$ cat config.mk
export PLATFORM = sky130hd
export DESIGN_NAME = isdu_seq_flat
export DESIGN_NICKNAME = d
export VERILOG_FILES = /design/src/rtl/isdu_seq_if.sv /design/src/rtl/isdu_seq.sv /design/src/flat_wrapper.sv
export SDC_FILE = /design/constraint.sdc
export NUM_CORES = 1
export LEC_CHECK = 0
export CAP_MARGIN = 25
export CORE_MARGIN = 5
export CORE_UTILIZATION = 24
export CTS_CLUSTER_SIZE = 40
export DETAILED_ROUTE_END_ITERATION = 7
export DONT_BUFFER_PORTS = 1
export SLEW_MARGIN = 20
export SYNTH_ARGS = -nofsm -noshare
export SYNTH_HDL_FRONTEND = slang
export SYNTH_SLANG_ARGS = --single-unit
$ cat constraint.sdc
create_clock -name Clk -period 2.3 [get_ports Clk]
set_clock_uncertainty 0.05 [all_clocks]
set_input_delay 0.46 -clock Clk [delete_from_list [all_inputs] [get_ports Clk]]
set_output_delay 0.46 -clock Clk [all_outputs]
set_load 0.02 [all_outputs]
$ cat src/rtl/isdu_seq_if.sv
// Shared LC-3 sequencer types and the sequencer <-> SLC-3 datapath control interface.
// The sequencer is the master: it reads IR fields/BEN and drives every load, gate, mux and memory strobe.
package isdu_pkg;
  typedef enum logic [1:0] {
    alu_add  = 2'b00,
    alu_and  = 2'b01,
    alu_not  = 2'b10,
    alu_pass = 2'b11
  } lc3b_aluop;

  localparam logic [3:0] op_br    = 4'b0000;
  localparam logic [3:0] op_add   = 4'b0001;
  localparam logic [3:0] op_jsr   = 4'b0100;
  localparam logic [3:0] op_and   = 4'b0101;
  localparam logic [3:0] op_ldr   = 4'b0110;
  localparam logic [3:0] op_str   = 4'b0111;
  localparam logic [3:0] op_not   = 4'b1001;
  localparam logic [3:0] op_jmp   = 4'b1100;
  localparam logic [3:0] op_pause = 4'b1101;
endpackage

interface isdu_seq_if;
  import isdu_pkg::*;

  logic [3:0] Opcode;
  logic       IR_5;
  logic       IR_11;
  logic       BEN;

  logic       LD_MAR, LD_MDR, LD_IR, LD_BEN, LD_CC, LD_REG, LD_PC;
  logic       GatePC, GateMDR, GateALU, GateMARMUX;
  logic [1:0] PCMUX, DRMUX, SR1MUX, ADDR2MUX;
  logic       SR2MUX, ADDR1MUX;
  lc3b_aluop  ALUK;
  logic       Mem_CE, Mem_UB, Mem_LB, Mem_OE, Mem_WE;

  modport master (
    input  Opcode, IR_5, IR_11, BEN,
    output LD_MAR, LD_MDR, LD_IR, LD_BEN, LD_CC, LD_REG, LD_PC,
    output GatePC, GateMDR, GateALU, GateMARMUX,
    output PCMUX, DRMUX, SR1MUX, SR2MUX, ADDR1MUX, ADDR2MUX, ALUK,
    output Mem_CE, Mem_UB, Mem_LB, Mem_OE, Mem_WE
  );

  modport slave (
    output Opcode, IR_5, IR_11, BEN,
    input  LD_MAR, LD_MDR, LD_IR, LD_BEN, LD_CC, LD_REG, LD_PC,
    input  GatePC, GateMDR, GateALU, GateMARMUX,
    input  PCMUX, DRMUX, SR1MUX, SR2MUX, ADDR1MUX, ADDR2MUX, ALUK,
    input  Mem_CE, Mem_UB, Mem_LB, Mem_OE, Mem_WE
  );
endinterface

$ cat src/rtl/isdu_seq.sv
// LC-3 control sequencer for the SLC-3 datapath with a MEM_WAIT-cycle memory handshake,
// retired-instruction counter and illegal-opcode pulse. Outputs decode from state only.
module isdu_seq
  import isdu_pkg::*;
#(
  parameter int MEM_WAIT = 2,
  parameter int CNT_W    = 16
) (
  input  logic             Clk,
  input  logic             Reset,
  input  logic             Run,
  input  logic             ContinueIR,
  isdu_seq_if.master       bus,
  output logic             Busy,
  output logic             IllegalOp,
  output logic [CNT_W-1:0] InsnCount
);

  typedef enum logic [4:0] {
    S_HALTED, S_FETCH, S_FETCH_RD, S_FETCH_IR, S_DECODE,
    S_ADD, S_AND, S_NOT, S_BR, S_BRT, S_JMP, S_JSR, S_JSR_PC,
    S_LDR_A, S_LDR_RD, S_LDR_WB, S_STR_A, S_STR_D, S_STR_WR,
    S_PAUSE1, S_PAUSE2
  } state_e;

  state_e           state_q, state_d;
  logic [3:0]       wcnt_q, wcnt_d;
  logic [CNT_W-1:0] cnt_q, cnt_d;
  logic             wcnt_last;

  assign wcnt_last = (wcnt_q == 4'(MEM_WAIT - 1));
  assign Busy      = (state_q != S_HALTED);
  assign InsnCount = cnt_q;

  assign bus.Mem_CE = 1'b0;
  assign bus.Mem_UB = 1'b0;
  assign bus.Mem_LB = 1'b0;

  always_ff @(posedge Clk) begin
    if (!Reset) begin
      state_q <= S_HALTED;
      wcnt_q  <= '0;
      cnt_q   <= '0;
    end else begin
      state_q <= state_d;
      wcnt_q  <= wcnt_d;
      cnt_q   <= cnt_d;
    end
  end

  // Every state leaving Decode retires exactly one instruction, illegal ones included.
  always_comb begin
    cnt_d = cnt_q;
    if (state_q == S_DECODE) cnt_d = cnt_q + CNT_W'(1);
  end

  always_comb begin
    state_d        = state_q;
    wcnt_d         = '0;
    IllegalOp      = 1'b0;
    bus.LD_MAR     = 1'b0;
    bus.LD_MDR     = 1'b0;
    bus.LD_IR      = 1'b0;
    bus.LD_BEN     = 1'b0;
    bus.LD_CC      = 1'b0;
    bus.LD_REG     = 1'b0;
    bus.LD_PC      = 1'b0;
    bus.GatePC     = 1'b0;
    bus.GateMDR    = 1'b0;
    bus.GateALU    = 1'b0;
    bus.GateMARMUX = 1'b0;
    bus.PCMUX      = 2'b00;
    bus.DRMUX      = 2'b00;
    bus.SR1MUX     = 2'b00;
    bus.SR2MUX     = 1'b0;
    bus.ADDR1MUX   = 1'b0;
    bus.ADDR2MUX   = 2'b00;
    bus.ALUK       = alu_add;
    bus.Mem_OE     = 1'b1;
    bus.Mem_WE     = 1'b1;

    unique case (state_q)
      S_HALTED: if (Run) state_d = S_FETCH;
      S_FETCH: begin
        bus.GatePC = 1'b1;
        bus.LD_MAR = 1'b1;
        bus.LD_PC  = 1'b1;
        state_d    = S_FETCH_RD;
      end
      // wcnt is zero on entry to every access state; MDR captures on the final wait cycle.
      S_FETCH_RD, S_LDR_RD: begin
        bus.Mem_OE = 1'b0;
        bus.LD_MDR = wcnt_last;
        if (wcnt_last) state_d = (state_q == S_FETCH_RD) ? S_FETCH_IR : S_LDR_WB;
        else           wcnt_d  = wcnt_q + 4'd1;
      end
      S_FETCH_IR: begin
        bus.GateMDR = 1'b1;
        bus.LD_IR   = 1'b1;
        state_d     = S_DECODE;
      end
      S_DECODE: begin
        bus.LD_BEN = 1'b1;
        case (bus.Opcode)
          op_add:   state_d = S_ADD;
          op_and:   state_d = S_AND;
          op_not:   state_d = S_NOT;
          op_br:    state_d = S_BR;
          op_jmp:   state_d = S_JMP;
          op_jsr:   state_d = S_JSR;
          op_ldr:   state_d = S_LDR_A;
          op_str:   state_d = S_STR_A;
          op_pause: state_d = S_PAUSE1;
          default: begin
            IllegalOp = 1'b1;
            state_d   = S_FETCH;
          end
        endcase
      end
      S_ADD, S_AND, S_NOT: begin
        bus.SR2MUX  = (state_q == S_NOT) ? 1'b0 : bus.IR_5;
        bus.ALUK    = (state_q == S_ADD) ? alu_add : (state_q == S_AND) ? alu_and : alu_not;
        bus.GateALU = 1'b1;
        bus.LD_REG  = 1'b1;
        bus.LD_CC   = 1'b1;
        state_d     = S_FETCH;
      end
      S_BR: state_d = bus.BEN ? S_BRT : S_FETCH;
      S_BRT: begin
        bus.ADDR2MUX = 2'b10;
        bus.PCMUX    = 2'b01;
        bus.LD_PC    = 1'b1;
        state_d      = S_FETCH;
      end
      S_JMP: begin
        bus.ADDR1MUX = 1'b1;
        bus.PCMUX    = 2'b01;
        bus.LD_PC    = 1'b1;
        state_d      = S_FETCH;
      end
      S_JSR: begin
        bus.GatePC = 1'b1;
        bus.DRMUX  = 2'b01;
        bus.LD_REG = 1'b1;
        state_d    = S_JSR_PC;
      end
      // JSR targets PC+off11, JSRR targets BaseR + 0.
      S_JSR_PC: begin
        bus.PCMUX    = 2'b01;
        bus.LD_PC    = 1'b1;
        bus.ADDR1MUX = ~bus.IR_11;
        bus.ADDR2MUX = bus.IR_11 ? 2'b11 : 2'b00;
        state_d      = S_FETCH;
      end
      S_LDR_A, S_STR_A: begin
        bus.ADDR1MUX   = 1'b1;
        bus.ADDR2MUX   = 2'b01;
        bus.GateMARMUX = 1'b1;
        bus.LD_MAR     = 1'b1;
        state_d        = (state_q == S_LDR_A) ? S_LDR_RD : S_STR_D;
      end
      S_LDR_WB: begin
        bus.GateMDR = 1'b1;
        bus.LD_REG  = 1'b1;
        bus.LD_CC   = 1'b1;
        state_d     = S_FETCH;
      end
      S_STR_D: begin
        bus.SR1MUX  = 2'b01;
        bus.ALUK    = alu_pass;
        bus.GateALU = 1'b1;
        bus.LD_MDR  = 1'b1;
        state_d     = S_STR_WR;
      end
      S_STR_WR: begin
        bus.Mem_WE = 1'b0;
        if (wcnt_last) state_d = S_FETCH;
        else           wcnt_d  = wcnt_q + 4'd1;
      end
      // Press then release of ContinueIR resumes exactly once.
      S_PAUSE1: if (ContinueIR)  state_d = S_PAUSE2;
      S_PAUSE2: if (!ContinueIR) state_d = S_FETCH;
      default:  state_d = S_HALTED;
    endcase
  end

endmodule

$ cat src/flat_wrapper.sv
// flat-port wrapper written by rule: the top's interface ports become plain ports
module isdu_seq_flat import isdu_pkg::*;
#(
  parameter int MEM_WAIT = 2,
  parameter int CNT_W    = 16
)
  (Clk, Reset, Run, ContinueIR, Busy, IllegalOp, InsnCount, bus_Opcode, bus_IR_5, bus_IR_11, bus_BEN, bus_LD_MAR, bus_LD_MDR, bus_LD_IR, bus_LD_BEN, bus_LD_CC, bus_LD_REG, bus_LD_PC, bus_GatePC, bus_GateMDR, bus_GateALU, bus_GateMARMUX, bus_PCMUX, bus_DRMUX, bus_SR1MUX, bus_SR2MUX, bus_ADDR1MUX, bus_ADDR2MUX, bus_ALUK, bus_Mem_CE, bus_Mem_UB, bus_Mem_LB, bus_Mem_OE, bus_Mem_WE);
  isdu_seq_if bus_i ();
  input  logic Clk;
  input  logic Reset;
  input  logic Run;
  input  logic ContinueIR;
  output logic Busy;
  output logic IllegalOp;
  output logic [CNT_W-1:0] InsnCount;
  input wire logic [$bits(bus_i.Opcode)-1:0] bus_Opcode;
  input wire logic [$bits(bus_i.IR_5)-1:0] bus_IR_5;
  input wire logic [$bits(bus_i.IR_11)-1:0] bus_IR_11;
  input wire logic [$bits(bus_i.BEN)-1:0] bus_BEN;
  output wire logic [$bits(bus_i.LD_MAR)-1:0] bus_LD_MAR;
  output wire logic [$bits(bus_i.LD_MDR)-1:0] bus_LD_MDR;
  output wire logic [$bits(bus_i.LD_IR)-1:0] bus_LD_IR;
  output wire logic [$bits(bus_i.LD_BEN)-1:0] bus_LD_BEN;
  output wire logic [$bits(bus_i.LD_CC)-1:0] bus_LD_CC;
  output wire logic [$bits(bus_i.LD_REG)-1:0] bus_LD_REG;
  output wire logic [$bits(bus_i.LD_PC)-1:0] bus_LD_PC;
  output wire logic [$bits(bus_i.GatePC)-1:0] bus_GatePC;
  output wire logic [$bits(bus_i.GateMDR)-1:0] bus_GateMDR;
  output wire logic [$bits(bus_i.GateALU)-1:0] bus_GateALU;
  output wire logic [$bits(bus_i.GateMARMUX)-1:0] bus_GateMARMUX;
  output wire logic [$bits(bus_i.PCMUX)-1:0] bus_PCMUX;
  output wire logic [$bits(bus_i.DRMUX)-1:0] bus_DRMUX;
  output wire logic [$bits(bus_i.SR1MUX)-1:0] bus_SR1MUX;
  output wire logic [$bits(bus_i.SR2MUX)-1:0] bus_SR2MUX;
  output wire logic [$bits(bus_i.ADDR1MUX)-1:0] bus_ADDR1MUX;
  output wire logic [$bits(bus_i.ADDR2MUX)-1:0] bus_ADDR2MUX;
  output wire logic [$bits(bus_i.ALUK)-1:0] bus_ALUK;
  output wire logic [$bits(bus_i.Mem_CE)-1:0] bus_Mem_CE;
  output wire logic [$bits(bus_i.Mem_UB)-1:0] bus_Mem_UB;
  output wire logic [$bits(bus_i.Mem_LB)-1:0] bus_Mem_LB;
  output wire logic [$bits(bus_i.Mem_OE)-1:0] bus_Mem_OE;
  output wire logic [$bits(bus_i.Mem_WE)-1:0] bus_Mem_WE;
  assign bus_i.Opcode = bus_Opcode;
  assign bus_i.IR_5 = bus_IR_5;
  assign bus_i.IR_11 = bus_IR_11;
  assign bus_i.BEN = bus_BEN;
  assign bus_LD_MAR = bus_i.LD_MAR;
  assign bus_LD_MDR = bus_i.LD_MDR;
  assign bus_LD_IR = bus_i.LD_IR;
  assign bus_LD_BEN = bus_i.LD_BEN;
  assign bus_LD_CC = bus_i.LD_CC;
  assign bus_LD_REG = bus_i.LD_REG;
  assign bus_LD_PC = bus_i.LD_PC;
  assign bus_GatePC = bus_i.GatePC;
  assign bus_GateMDR = bus_i.GateMDR;
  assign bus_GateALU = bus_i.GateALU;
  assign bus_GateMARMUX = bus_i.GateMARMUX;
  assign bus_PCMUX = bus_i.PCMUX;
  assign bus_DRMUX = bus_i.DRMUX;
  assign bus_SR1MUX = bus_i.SR1MUX;
  assign bus_SR2MUX = bus_i.SR2MUX;
  assign bus_ADDR1MUX = bus_i.ADDR1MUX;
  assign bus_ADDR2MUX = bus_i.ADDR2MUX;
  assign bus_ALUK = bus_i.ALUK;
  assign bus_Mem_CE = bus_i.Mem_CE;
  assign bus_Mem_UB = bus_i.Mem_UB;
  assign bus_Mem_LB = bus_i.Mem_LB;
  assign bus_Mem_OE = bus_i.Mem_OE;
  assign bus_Mem_WE = bus_i.Mem_WE;
  isdu_seq #(.MEM_WAIT(MEM_WAIT), .CNT_W(CNT_W)) u_core (.Clk(Clk), .Reset(Reset), .Run(Run), .ContinueIR(ContinueIR), .bus(bus_i), .Busy(Busy), .IllegalOp(IllegalOp), .InsnCount(InsnCount));
endmodule
==> metrics, run 1 <==
outcome=finished clean; antenna violations before repair=0; Initial Util=0.2458; Max Fclk=462.6 MHz; die width=98.96 um; maximum VDD drop=0.1658 mV; Seq/Total Area, Yosys=0.2635; ANT cells=0; Tcrit/Tclk final=0.9399; RD Place Congestion=0.8494; Num CTS Buffers=3; Synth Register Bits=25; CP bufs+invs=2; CP endpoint kind=output pin; CP max stage delay=530 ps; Root Buffer=clkbuf_8; Mapped Area=1899 um2; maximum buffer depth of the clock tree=2; area leader, netlist=dfxtp_1; Power Density=431.1 nW/um2; Setup TNS=0 ps; Synthesis Warnings=0; worst hold path type=in2reg; Area Growth Syn to Fin=16.01%; Cell Chain, Critical Path=buf_4 -> nand2b_1 -> nor4b_1 -> buf_4; slowest CP cell=dfxtp_1; Data arrival, critical path=1650 ps; most frequent cells in the layout=buf_4, nand2_1, nor2_1, dfxtp_1, a21oi_1; WL final=5063 um; most used cell, CP=buf_4; hpwl dp=3962 um; family with the most delay on the worst path=flip-flops; First-pass DRT Iterations=5; io pins=57; clock sink count=25; final-report hold violation count=0; share of cells above drive strength 1=0.1733; H-tree depth=1; routed vias=1817; largest net degree at the start of global routing=24; crit path time final=2162 ps; DR WL/cell=13.36 um; Die Area=9793 um2; max cap viols=0; synth top area cells=dfxtp_1, nand2_1, and2_1; total chip power=949.9 uW; CTS tree=done; WP data required=1790 ps; Crit Path Class=reg2out; GR Util All Layers=0.09740; I/O Buffers=0; Primary FF master, synth=dfxtp_1; post-CTS resize count=0; # Post-CTS Setup Buffers=0; post-route ant nets=0; initial DRC count=143; Filler cells=834; register area=504.2 um2; Multi-input gate area=1264 um2; Worst-Skew Late Latency=260 ps; RSZ-0062 raised after global routing=false; final net count=292; Synth top area share=0.2635; most common cell after layout, fill and taps aside=buf_4; die height=98.96 um; library cells used by synthesis=46; Clock transition at path regs=90 ps; Slew Limit Fails=0; FFs w/ async S/R, synth=0; Synth Instances=261; Post-synth EDFFs=0; total gr overflow=0; setup violators final=0; final routed DRC violation total=0; core box area=7727 um2; first-pass GRT wire length=8107 um; hold_buf cts=0; leakage power figure=0.0008273 uW; Via density=4.794; vias in the first global route=1613; CP max FO=13; Synth Area per Inst=7.277 um2; startpoint types=flip-flop; # rows=32
flip-flops by register name, summed over array words and instances (netlist names):
name and count:
u_core.InsnCount 16, u_core.wcnt_q 4, u_core.state_q 5
per-stage QoR:
| step | std cells | worst slack [ps] | utilization | hold slack (ps) | area [um2] |
|---|---|---|---|---|---|
| 6_report | 379 | 138.2 | 0.2851 | 265.3 | 2203 |
| 5_1_grt | 379 | 10.52 | 0.2851 | 258.2 | 2203 |
| 4_1_cts | 379 | 25.24 | 0.2843 | 265.5 | 2197 |
| 3_5_place_dp | 375 | 322.2 | 0.2785 | 414.4 | 2152 |
| 3_3_place_gp | 375 | 323.8 | 0.2785 | 399.5 | 2152 |
| 2_1_floorplan | 266 | 110.3 | - | 383.4 | 1918 |
synth_stat cells, drive strengths merged, types with 3 or more instances:
cell,number
a211oi,3
a21boi,4
a21oi,19
and2,16
buf,14
clkbuf,9
dfxtp,25
ha,3
inv,10
nand2,30
nand2b,8
nand3,11
nand4,4
nor2,22
nor2b,4
nor3,7
nor4,4
nor4bb,3
o21ai,13
o22ai,4
o31ai,3
or3,6
xnor2,10
xor2,6
where the power goes:
part	total [uW]	internal (uW)	switching (uW)
logic	235	93.6	142
clock network	254	123	130
registers	461	440	20.6
layer usage:
metal,vias to the layer above,share of wire,global-route usage
met1,848,0.41,0.1267
met2,51,0.50,0.1663
met3,2,0.083,0.02052
li1,916,-,-
met5,-,0,0
met4,0,0.0053,0.01891
area by class of cell:
type	instances	share of cell area
clock buffer	4	0.02044
inverter	10	0.01704
multi-input combinational	208	0.5735
sequential	25	0.2288
tap	102	0.05792
timing repair buffer	30	0.1022
logic make-up (layout without fill, tap and decap cells):
kind of cell    Yosys count  in the layout  share of synthesized area
mux                       1              1                   0.005270
fa+ha+maj                 3              3                    0.01976
xor+xnor                 16             16                    0.07378
compound gates           55             55                     0.1752
buf+inv                  33             44                    0.08235
simple gates            127            127                     0.3781
other cells               1              6                   0.001974
flops                    25             25                     0.2635
worst paths after layout:
check | startpoint | to | slack, ps | cells after the start
setup / recovery | u_core.state_q[2]$_SDFFE_PN0P_ | bus_SR2MUX | 140 | 4
hold / removal | Reset | u_core.InsnCount[15]$_SDFFE_PN0P_ | 270 | 1
setup reg to reg | u_core.state_q[2]$_SDFFE_PN0P_ | u_core.state_q[4]$_SDFFE_PN0P_ | 380 | 6
hold reg to reg | u_core.wcnt_q[0]$_SDFF_PP0_ | u_core.wcnt_q[0]$_SDFF_PP0_ | 430 | 1
No activity file was read; power rests on OpenSTA's default activity.
==> run 2, diff against run 1 <==
==> constraint.sdc (replaced) <==
create_clock -name Clk -period 2.7 [get_ports Clk]
set_clock_uncertainty 0.05 [all_clocks]
set_input_delay 0.54 -clock Clk [delete_from_list [all_inputs] [get_ports Clk]]
set_output_delay 0.54 -clock Clk [all_outputs]
set_load 0.02 [all_outputs]
==> run 2 against run 1 <==
Effect of this change:
- worst setup slack better by 15 ps
- count of clock-buffer cells in the layout down 1
- hold slack better by 73 ps
- sequential power down 15%
- critical path depth up 1
- critical path type unchanged
- largest cell class unchanged
- highest routed layer unchanged
==> metrics, run 2 (synthesized netlist as in run 1, its figures left out) <==
# Post-CTS Setup Buffers=0 (unchanged); hold_buf cts=0 (unchanged); WL final=4961 um (-2.0%); most common cell after layout, fill and taps aside=nand2_1; Worst-Skew Late Latency=270 ps (about the same); Root Buffer=clkbuf_8; # rows=32 (unchanged); H-tree depth=1 (unchanged); die height=98.96 um (unchanged); core box area=7727 um2 (unchanged); worst hold path type=in2reg; post-CTS resize count=0 (unchanged); pre-CTS worst setup slack=485.8 ps (+163.6 ps); Slew @ Worst Pin=660.1 ps; slowest CP cell=dfxtp_1; ANT cells=0 (unchanged); final net count=277 (-5.1%); crit path from=u_core.state_q[1]$_SDFFE_PN0P_; final-report hold violation count=0 (unchanged); CP endpoint kind=output pin; DR WL/cell=13.63 um (+2.0%); hpwl dp=3819 um (-3.6%); WP data required=2110 ps (+320 ps); GR Util All Layers=0.09702 (-0.0003814); Largest register FFs=16 (unchanged); Finished Cell Area=2086 um2 (-5.3%); Setup TNS=0 ps (unchanged); clock network power share=0.281 (+0.014); Crit Path Class=reg2out; setup violators final=0 (unchanged); Int Pwr=538.6 uW (-18%); Comb power frac=0.218 (-0.030); maximum buffer depth of the clock tree=2 (unchanged); Data arrival, critical path=1960 ps (+310 ps); Die Area=9793 um2 (unchanged); first-pass GRT wire length=7907 um (-2.5%); CP max stage delay=690 ps (+160 ps); Slew Limit Fails=0 (unchanged); Area Growth Syn to Fin=9.816%; Power Density=377.9 nW/um2 (-12%); post-route ant nets=0 (unchanged); RSZ-0062 raised after global routing=false; final routed DRC violation total=0 (unchanged); Cell Chain, Critical Path=nor2b_1 -> nand2_1 -> a21oi_1 -> a31oi_1 -> nor2_1; RD Place Congestion=0.8429 (-0.77%); maximum VDD drop=0.1389 mV (-16%); io pins=57 (unchanged); most frequent cells in the layout=nand2_1, dfxtp_1, nor2_1, a21oi_1, and2_1; Crit Reg-Reg Startpoint=u_core.state_q[2]$_SDFFE_PN0P_; Num CTS Buffers=3 (unchanged); CP max FO=17 (+4); leakage power figure=0.0007497 uW (-9.4%); max cap viols=0 (unchanged); NetSw=249.7 uW (-15%); Initial Util=0.2458 (unchanged); vias in the first global route=1571 (-2.6%); total gr overflow=0 (unchanged); family with the most delay on the worst path=simple AND/OR/NAND/NOR gates; share of cells above drive strength 1=0.1145 (-0.05878); Clock transition at path regs=90 ps (about the same); Slew headroom=0.5594; Placed Instance Area=2039 um2 (-5.2%); I/O Buffers=0 (unchanged); Hold Crit Start=Reset; startpoint types=flip-flop; Sequential Power Share=0.500 (+0.015); Via density=4.863 (+1.4%); routed vias=1770 (-2.6%); CTS tree=done; clock sink count=25 (unchanged); outcome=finished clean; initial DRC count=120 (-16%); die width=98.96 um (unchanged); antenna violations before repair=0 (unchanged); Switching Fraction=0.3168 (+0.008787); crit path time final=2547 ps; setup ws final=153.5 ps (+15.28 ps); Max Fclk=392.7 MHz; placed insts=360 (-4.0%); Tcrit/Tclk final=0.9432; non-filler cells, final=364 (-4.0%); First-pass DRT Iterations=4 (-1); CP bufs+invs=0 (-2); largest net degree at the start of global routing=24 (unchanged)
## run 2: metal layers
layer  routed length, um  track usage
met1                2118       0.1210
met2                2439       0.1643
met3                 350      0.02477
met4                  53      0.02836
met5                   0            0
## run 2: final cells by class
class	instances	area [um2]
fillers	834	5642
flip-flops and latches	25	500.5
inverters	10	37.54
multi-input cells	208	1261
well taps	102	127.6
repair buffers	15	112.6
clock inverters	1	5.005
clock buffers	3	41.29
## run 2: path summary, 6_finish.rpt
kind                                                        to  slack [ps]  cells past startpoint
worst max-delay path                                 bus_LD_PC         150                      5
worst min-delay path            u_core.state_q[3]$_SDFFE_PN0P_         340                      1
worst max register to register  u_core.state_q[4]$_SDFFE_PN0P_         670                      6
worst min register to register     u_core.wcnt_q[0]$_SDFF_PP0_         430                      1
## run 2: metrics by stage
step | util | hold WS (ps) | power, uW
finish | 0.2699 | 337.8 | 788.3
detailed placement | 0.2639 | 406.4 | 574.3
CTS | 0.2699 | 328.4 | 799.5
global placement | 0.2639 | 399.4 | 572.9
floorplan | - | 383.4 | 552.7
global route | 0.2699 | 324.5 | 839.1
## run 2: power groups by stage
stage | Sequential (uW) | Clock, uW | Combinational, uW
after global routing | 397 | 251 | 191
final | 394 | 222 | 172
after detailed placement | 402 | 0 | 172
after global placement | 402 | 0 | 171
after floorplan | 388 | 0 | 164
after CTS | 394 | 233 | 172
